File: config.mk
export PLATFORM = sky130hd
export DESIGN_NAME = serial_magnitude_comparator_flat
export DESIGN_NICKNAME = d
export VERILOG_FILES = /design/src/rtl/serial_magnitude_comparator_if.sv /design/src/rtl/serial_magnitude_comparator.sv /design/src/flat_wrapper.sv
export SDC_FILE = /design/constraint.sdc
export NUM_CORES = 1
export LEC_CHECK = 0
export BUFFER_PORTS_ARGS = -buffer_cell sky130_fd_sc_hd__buf_2
export CAP_MARGIN = 15
export CELL_PAD_IN_SITES_DETAIL_PLACEMENT = 1
export CELL_PAD_IN_SITES_GLOBAL_PLACEMENT = 1
export CORE_MARGIN = 1
export CORE_UTILIZATION = 25
export CTS_CLUSTER_DIAMETER = 50
export CTS_CLUSTER_SIZE = 10
export DETAILED_ROUTE_END_ITERATION = 7
export PLACE_DENSITY = 0.63
export SYNTH_ARGS = -nofsm -noshare
export SYNTH_HDL_FRONTEND = slang
export SYNTH_SLANG_ARGS = --single-unit
export TNS_END_PERCENT = 50
File: constraint.sdc
create_clock -name clk -period 2.35 [get_ports clk]
set_clock_uncertainty 0.1 [all_clocks]
set_input_delay 0.3525 -clock clk [delete_from_list [all_inputs] [get_ports clk]]
set_output_delay 0.3525 -clock clk [all_outputs]
set_load 0.05 [all_outputs]
File: src/rtl/serial_magnitude_comparator_if.sv
// Handshake and result bundle for the bit-serial magnitude comparator.
// The controller side (master) launches a compare; the comparator side
// (slave) reports busy/done, the decision flags and the per-bit diff mask.
interface serial_magnitude_comparator_if #(
    parameter int WIDTH = 5
);
    logic             start;
    logic [WIDTH-1:0] a;
    logic [WIDTH-1:0] b;
    logic [1:0]       mode;
    logic             busy;
    logic             done;
    logic             result;
    logic             eq;
    logic             lt;
    logic             gt;
    logic [WIDTH-1:0] diff_mask;

    modport master (
        output start,
        output a,
        output b,
        output mode,
        input  busy,
        input  done,
        input  result,
        input  eq,
        input  lt,
        input  gt,
        input  diff_mask
    );

    modport slave (
        input  start,
        input  a,
        input  b,
        input  mode,
        output busy,
        output done,
        output result,
        output eq,
        output lt,
        output gt,
        output diff_mask
    );
endinterface

File: src/rtl/serial_magnitude_comparator.sv
// Bit-serial magnitude comparator, MSB first, one bit per clock.
// A start in IDLE captures the operands and mode; SCAN walks the bits from
// WIDTH-1 down to 0; DONE pulses done for one cycle with the flags valid.
// The per-bit decision is registered (stop_q) and applied on the following
// SCAN cycle, so the flag update on entry to DONE comes straight from flops
// rather than from the operand bit multiplexer.
module serial_magnitude_comparator #(
    parameter int WIDTH      = 5,
    parameter bit SIGNED     = 1'b0,
    parameter bit EARLY_EXIT = 1'b1
) (
    input logic                          clk,
    input logic                          reset,
    serial_magnitude_comparator_if.slave cmp
);

    localparam int              IDX_W    = (WIDTH > 1) ? $clog2(WIDTH) : 1;
    localparam logic [IDX_W-1:0] IDX_TOP  = IDX_W'(WIDTH - 1);
    localparam logic [IDX_W-1:0] IDX_ZERO = '0;
    localparam logic [IDX_W-1:0] IDX_ONE  = IDX_W'(1);

    localparam logic [1:0] MODE_EQ = 2'b00;
    localparam logic [1:0] MODE_NE = 2'b01;
    localparam logic [1:0] MODE_LT = 2'b10;
    localparam logic [1:0] MODE_GT = 2'b11;

    typedef enum logic [1:0] {
        ST_IDLE = 2'b00,
        ST_SCAN = 2'b01,
        ST_DONE = 2'b10
    } state_t;

    state_t           state_q,     state_d;
    logic [WIDTH-1:0] a_q,         a_d;
    logic [WIDTH-1:0] b_q,         b_d;
    logic [1:0]       mode_q,      mode_d;
    logic [IDX_W-1:0] idx_q,       idx_d;
    logic             found_q,     found_d;
    logic             dec_gt_q,    dec_gt_d;
    logic             stop_q,      stop_d;
    logic             eq_q,        eq_d;
    logic             lt_q,        lt_d;
    logic             gt_q,        gt_d;
    logic             result_q,    result_d;
    logic [WIDTH-1:0] diff_mask_q, diff_mask_d;

    logic bit_a;
    logic bit_b;
    logic bit_diff;
    logic bit_gt;
    logic fin_eq;
    logic fin_lt;
    logic fin_gt;

    // Examine the current bit and work out which operand it favours.
    always_comb begin
        bit_a    = a_q[idx_q];
        bit_b    = b_q[idx_q];
        bit_diff = bit_a ^ bit_b;
        if (SIGNED && (idx_q == IDX_TOP)) begin
            bit_gt = bit_b;
        end else begin
            bit_gt = bit_a;
        end
    end

    // Final flags from the recorded first difference (equal if none).
    always_comb begin
        fin_eq = ~found_q;
        fin_gt = found_q & dec_gt_q;
        fin_lt = found_q & ~dec_gt_q;
    end

    // Next-state and datapath updates for the IDLE/SCAN/DONE sequence.
    always_comb begin
        state_d     = state_q;
        a_d         = a_q;
        b_d         = b_q;
        mode_d      = mode_q;
        idx_d       = idx_q;
        found_d     = found_q;
        dec_gt_d    = dec_gt_q;
        stop_d      = stop_q;
        eq_d        = eq_q;
        lt_d        = lt_q;
        gt_d        = gt_q;
        result_d    = result_q;
        diff_mask_d = diff_mask_q;

        case (state_q)
            ST_IDLE: begin
                if (cmp.start) begin
                    a_d         = cmp.a;
                    b_d         = cmp.b;
                    mode_d      = cmp.mode;
                    diff_mask_d = cmp.a ^ cmp.b;
                    idx_d       = IDX_TOP;
                    found_d     = 1'b0;
                    dec_gt_d    = 1'b0;
                    stop_d      = 1'b0;
                    eq_d        = 1'b0;
                    lt_d        = 1'b0;
                    gt_d        = 1'b0;
                    result_d    = 1'b0;
                    state_d     = ST_SCAN;
                end
            end

            ST_SCAN: begin
                if (stop_q) begin
                    eq_d  = fin_eq;
                    lt_d  = fin_lt;
                    gt_d  = fin_gt;
                    case (mode_q)
                        MODE_EQ: result_d = fin_eq;
                        MODE_NE: result_d = ~fin_eq;
                        MODE_LT: result_d = fin_lt;
                        MODE_GT: result_d = fin_gt;
                        default: result_d = 1'b0;
                    endcase
                    stop_d  = 1'b0;
                    state_d = ST_DONE;
                end else begin
                    if (bit_diff && !found_q) begin
                        found_d  = 1'b1;
                        dec_gt_d = bit_gt;
                    end
                    if ((bit_diff && EARLY_EXIT) || (idx_q == IDX_ZERO)) begin
                        stop_d = 1'b1;
                    end else begin
                        idx_d = idx_q - IDX_ONE;
                    end
                end
            end

            ST_DONE: begin
                state_d = ST_IDLE;
            end

            default: begin
                state_d = ST_IDLE;
            end
        endcase
    end

    // State and datapath registers with synchronous reset.
    always_ff @(posedge clk) begin
        if (reset) begin
            state_q     <= ST_IDLE;
            a_q         <= '0;
            b_q         <= '0;
            mode_q      <= '0;
            idx_q       <= '0;
            found_q     <= 1'b0;
            dec_gt_q    <= 1'b0;
            stop_q      <= 1'b0;
            eq_q        <= 1'b0;
            lt_q        <= 1'b0;
            gt_q        <= 1'b0;
            result_q    <= 1'b0;
            diff_mask_q <= '0;
        end else begin
            state_q     <= state_d;
            a_q         <= a_d;
            b_q         <= b_d;
            mode_q      <= mode_d;
            idx_q       <= idx_d;
            found_q     <= found_d;
            dec_gt_q    <= dec_gt_d;
            stop_q      <= stop_d;
            eq_q        <= eq_d;
            lt_q        <= lt_d;
            gt_q        <= gt_d;
            result_q    <= result_d;
            diff_mask_q <= diff_mask_d;
        end
    end

    // Status and held results straight from state and flops.
    always_comb begin
        cmp.busy      = (state_q != ST_IDLE);
        cmp.done      = (state_q == ST_DONE);
        cmp.result    = result_q;
        cmp.eq        = eq_q;
        cmp.lt        = lt_q;
        cmp.gt        = gt_q;
        cmp.diff_mask = diff_mask_q;
    end

endmodule
File: src/flat_wrapper.sv
// flat-port wrapper written by rule: the top's interface ports become plain ports
module serial_magnitude_comparator_flat 
#(
    parameter int WIDTH      = 5,
    parameter bit SIGNED     = 1'b0,
    parameter bit EARLY_EXIT = 1'b1
)
  (clk, reset, cmp_start, cmp_a, cmp_b, cmp_mode, cmp_busy, cmp_done, cmp_result, cmp_eq, cmp_lt, cmp_gt, cmp_diff_mask);
  serial_magnitude_comparator_if #(.WIDTH(WIDTH)) cmp_i ();
  input logic clk;
  input logic reset;
  input wire logic [$bits(cmp_i.start)-1:0] cmp_start;
  input wire logic [$bits(cmp_i.a)-1:0] cmp_a;
  input wire logic [$bits(cmp_i.b)-1:0] cmp_b;
  input wire logic [$bits(cmp_i.mode)-1:0] cmp_mode;
  output wire logic [$bits(cmp_i.busy)-1:0] cmp_busy;
  output wire logic [$bits(cmp_i.done)-1:0] cmp_done;
  output wire logic [$bits(cmp_i.result)-1:0] cmp_result;
  output wire logic [$bits(cmp_i.eq)-1:0] cmp_eq;
  output wire logic [$bits(cmp_i.lt)-1:0] cmp_lt;
  output wire logic [$bits(cmp_i.gt)-1:0] cmp_gt;
  output wire logic [$bits(cmp_i.diff_mask)-1:0] cmp_diff_mask;
  assign cmp_i.start = cmp_start;
  assign cmp_i.a = cmp_a;
  assign cmp_i.b = cmp_b;
  assign cmp_i.mode = cmp_mode;
  assign cmp_busy = cmp_i.busy;
  assign cmp_done = cmp_i.done;
  assign cmp_result = cmp_i.result;
  assign cmp_eq = cmp_i.eq;
  assign cmp_lt = cmp_i.lt;
  assign cmp_gt = cmp_i.gt;
  assign cmp_diff_mask = cmp_i.diff_mask;
  serial_magnitude_comparator #(.WIDTH(WIDTH), .SIGNED(SIGNED), .EARLY_EXIT(EARLY_EXIT)) u_core (.clk(clk), .reset(reset), .cmp(cmp_i));
endmodule
# --- After elaboration in Yosys (flattened, before gate mapping) ---
# Index checks and enable logic that the tools add are counted.
op_classes:
  n_addsub: 1
  order_cmp: 1
  n_eq_ne: 10
  mux: 30
  bitwise: 6
  n_reduce_logical: 14
ops:
  columns: ["op", "n"]
  rows:
  - ["case mux 1 bit (2 select lines)", 7]
  - ["two-way mux 1 bit", 13]
  - ["two-way mux 3 bit", 3]
  - ["AND reduction 4 bit", 2]
  - ["binary-select mux 1 bit (select 3 bit)", 2]
  - ["== test 2 bit, second input constant", 3]
  - ["!= test 2 bit, second input constant", 3]
  - ["case mux 3 bit (2 select lines)", 1]
  - ["AND reduction 2 bit", 3]
  - ["bitwise XOR 5 bit", 1]
  - ["== test 2 x 1 -> 1 bit, second input constant", 2]
  - ["logical NOT 2 bit", 2]
  - ["less-than comparator 3 x 4 -> 1 bit, second input constant", 1]
  - ["two-way mux 2 bit", 2]
  - ["!= test 2 x 1 -> 1 bit, second input constant", 2]
  - ["case mux 1 bit (4 select lines)", 1]
  - ["case mux 2 bit (2 select lines)", 1]
  - ["nonzero test 2 bit", 2]
  - ["logical NOT 3 bit", 1]
  - ["AND reduction 3 bit", 1]
  - ["subtractor 3 x 1 -> 3 bit, second input constant", 1]
  - ["AND 1 bit", 2]
  - ["inverter 1 bit", 2]
  - ["logical AND 1 bit", 1]
  - ["3 further kinds", 3]
totals:
  register_bits: 29
  inputBits: 15
  output_inout_bits: 11

# --- Longest topological paths before layout ---
logic_depth:
  word_depth: 7
  ltp_mapped: 8
  mapped_depth_nobuf: 6

# --- Worst setup path after synthesis ---
# Ideal clock, no wire load.
synth_timing:
  path_type: "register -> register"
  from: "register u_core.idx_q[0]"
  to: "register u_core.idx_q[0]"
  arrival_ns: 2.014
  t_required_ns: 2.176
  path_slack_ns: 0.162
  path_stages_with_launch: 9
  path_cell_list: "dfxtp_1 buf_6 mux4_2 nor2b_4 nor2_2 a2bb2o_4 buf_6 or4_1 a31oi_1"
synth_between:
  elab_chain_len: 6
synth_rtl:
  columns: ["item", "line", "rtl"]
  rows:
  - ["from (decl)", "serial_magnitude_comparator.sv:37", "logic [IDX_W-1:0] idx_q, idx_d;"]
  - ["from (signal assigned)", "serial_magnitude_comparator.sv:167", "idx_q <= idx_d;"]
  - ["binary-select mux 1 bit (select 3 bit), on equally long branches", "serial_magnitude_comparator.sv:57, serial_magnitude_comparator.sv:58", null]
  - ["two-way mux 1 bit, on equally long branches", "serial_magnitude_comparator.sv:57, serial_magnitude_comparator.sv:58", null]
  - ["bitwise XOR 1 bit", "serial_magnitude_comparator.sv:59", "bit_diff = bit_a ^ bit_b;"]
  - ["logical OR 1 bit", "serial_magnitude_comparator.sv:128", "if ((bit_diff && EARLY_EXIT) || (idx_q == IDX_ZERO)) begin"]
  - ["!= test 2 bit (no source line)", null, null]
  - ["AND reduction 4 bit (no source line)", null, null]
# Several ways; a longest one is shown, not always the timed one. The select of a mux whose other input is x is not followed.
# A chain may end at the register's enable or synchronous reset.

# --- Final worst setup path ---
layout_timing:
  from: "register u_core.idx_q[1]"
  to: "register u_core.idx_q[0]"
layout_between:
  elab_chain_len: 6
layout_rtl:
  columns: ["item", "line"]
  rows:
  - ["binary-select mux 1 bit (select 3 bit), on equally long branches", "serial_magnitude_comparator.sv:57, serial_magnitude_comparator.sv:58"]
  - ["two-way mux 1 bit, on equally long branches", "serial_magnitude_comparator.sv:57, serial_magnitude_comparator.sv:58"]
  - ["bitwise XOR 1 bit", "serial_magnitude_comparator.sv:59"]
  - ["logical OR 1 bit *", "serial_magnitude_comparator.sv:128"]
  - ["!= test 2 bit (no source line) *", null]
  - ["AND reduction 4 bit (no source line) *", null]
# Every way passes the cells marked *; elsewhere a longest branch is shown, timed or not. The select of a mux whose other input is x is not followed.

==> metrics.yaml <==
run_status:
  status: "complete, no violations"
timing:
  drv_slew: 0
  slew_headroom: 0.640
  rsz0062_at_grt: "no"
  max_freq_ghz: 0.453
  min_period_ps: 2210
  hold_viol_final: 0
  setup_violations: 0
  setup_tns_ps: 0
  holdWs_ps: 211
  finalCritPeriodShare: 0.940
  tightest_slew_ps: 539
setup_path:
  crit_path_cell_trace: "mux2_1, a22oi_1, o21ai_0, a2bb2o_4, or4_1, a31oi_1"
  worstSetupStartpointType: "flip-flop"
  cp_slowest_cell: "dfxtp_2"
  critical_path_arrival_ps: 2310
  timing.critical_path.buf_inv: 0
  end_kind: "flip-flop"
  cp_top_family: "compound AO/OA/AOI/OAI gates"
  path_max_fanout: 7
  crit_type: "reg -> reg"
  required_ps: 2450
  cp_slowest_stage_delay_ps: 410
drt:
  wl_per_cell_microns: 12.4
  post_drt_via_cell_ratio: 4.64
  drc_errors: 0
  vias: 1216
  drtIter0Drc: 37
  dr.pass1.iters: 4
  routed_wl_microns: 3240
  ant_nets: 0
power_and_ir_drop:
  power_frac_comb: 0.247
  power_frac_clock: 0.298
  power_density_nw_per_um2: 765
  switching_share: 0.327
  leakagePower_uw: 0.000657
  p_switching_uw: 413
  seqPwrFrac: 0.456
  peakVddDrop_v: 0.000249
  internal_power_uw: 849
synthesis:
  syn_nets: 183
  syn_inst: 166
  synth-seq-cells: 29
  synth-async-reset-ratio: 0
  yosysWarningCount: 0
  syn_area_sq_um: 1380
  syn_area_per_cell_sq_um: 8.30
  synthFlopType: "dfxtp_1"
  synth_edf_count: 0
  yosys.cell_types.count: 33
  yosysSeqAreaShare: 0.421
finish:
  fin_util: 0.317
  drive_gt1_frac: 0.224
  design_area_sq_um: 1650
  area_delta_synth_final_pct: 19.7
  mostFrequentLayoutCells: "nand2_1, dfxtp_1, buf_2"
  antenna_cells: 0
  final_common_cell: "nand2_1"
  fin_cells: 262
  nNetsFinal: 210
clock_tree:
  cts-root-buf: "clkbuf_8"
  cts_made_buffers: 5
  htreeDepth: 2
  cts_tree: "yes"
  cts_setup_buffers: 0
  cts_sinks: 29
  path_clk_slew_ps: 60
  clock_latency_ps: 280
  clockBufferDepth: 2
placed_design:
  place.gp.congestion: 0.759
  dp_cells: 256
  dp_hpwl_microns: 2340
  placed_cell_area_sq_um: 1570
  port_buffers: 25
die:
  die_area_sq_um: 5810
  die_w_microns: 76.2
  io_pins: 26
  row_count: 26
  coreArea_sq_um: 5200
  start_util: 0.265
  dieHeight_microns: 76.2
hold_path:
  min_path_type: "in -> reg"
job:
  drv_cap: 0
global_route:
  grt_pass1_wl_microns: 5910
  antenna_found_initial: 0
  grt_pass1_vias: 1213
  grt_max_degree: 30
  grt_overflow: 0
  grt_util_all_layers: 0.127
metal layers:
| metal | global-route usage | part of all wire |
|---|---|---|
| met1 | 0.170 | 0.52 |
| met2 | 0.191 | 0.42 |
| met3 | 0.0311 | 0.042 |
| met4 | 0.0577 | 0.020 |
| met5 | 0 | 0 |
power groups by stage:
stage          Sequential, uW  Combinational, uW  Clock, uW
3_5_place_dp              586                312          0
4_1_cts                   576                314        388
2_1_floorplan             616                203          0
6_report                  575                311        375
3_3_place_gp              585                308          0
5_1_grt                   583                349        412
synthesized netlist by cell type (3+ instances only):
master,instances,share of area
dfxtp_1,29,0.42
inv_1,4,0.011
nand2_1,31,0.084
nor2_1,15,0.041
clkbuf_1,6,0.016
o21ai_0,5,0.018
a21oi_1,23,0.084
nor2b_1,3,0.014
nand3_1,5,0.018
nand2b_1,4,0.018
a211oi_1,6,0.033
xnor2_1,6,0.038
state kept, by name (all words and copies together) (netlist names):
name,cells
u_core.a_q,5
u_core.b_q,5
u_core.cmp.diff_mask,5
u_core.idx_q,3
u_core.mode_q,2
u_core.state_q,2
u_core.cmp.eq,1
u_core.cmp.gt,1
u_core.cmp.lt,1
u_core.cmp.result,1
u_core.dec_gt_q,1
u_core.found_q,1
u_core.stop_q,1
worst min-delay path, delay by kind of cell:
kind / cells / cell delay, ps
simple gates: 1 / 50
buf+inv: 1 / 100
compound gates: 1 / 50
cells by family (layout without fill, tap and decap cells):
kind of cell	Yosys count	count (layout)	synth area share
AND/OR/NAND/NOR	67	67	0.223
AO/OA/AOI/OAI	43	43	0.193
flip-flops	29	29	0.421
buffers and inverters	14	40	0.0499
XOR/XNOR	6	6	0.0381
multiplexers	5	5	0.0563
adder cells (fa/ha/maj)	2	2	0.0182
layout make-up:
class	count	area, sq um
well taps	70	87.6
clock inverters	1	5.00
clock buffers	5	68.8
multi-input cells	123	728
flip-flops and latches	29	582
fillers	652	3560
inverters	4	15.0
repair buffers	30	163
worst paths after layout:
check | to | cells after the start | slack [ps] | startpoint
worst max-delay path | u_core.idx_q[0]$_SDFFE_PP0P_ | 6 | 140 | u_core.idx_q[1]$_SDFFE_PP0P_
worst min-delay path | u_core.mode_q[1]$_SDFFE_PP0P_ | 3 | 210 | cmp_mode[1]
worst max register to register | u_core.idx_q[0]$_SDFFE_PP0P_ | 6 | 140 | u_core.idx_q[1]$_SDFFE_PP0P_
worst min register to register | u_core.cmp.gt$_SDFFE_PP0P_ | 2 | 360 | u_core.cmp.gt$_SDFFE_PP0P_
timing repair:
action / CTS / global route
setup endpoints to repair: 0 / 2
hold buffers: 0 / 0
gates resized for setup: 0 / 1
per-stage QoR:
step | setup WS [ps] | total power (uW)
6_report | 141 | 1260
4_1_cts | 25.2 | 1280
3_5_place_dp | 82.6 | 898
5_1_grt | 47.9 | 1340
2_1_floorplan | 162 | 819
3_3_place_gp | 162 | 892
(Power assumes the default switching activity.)
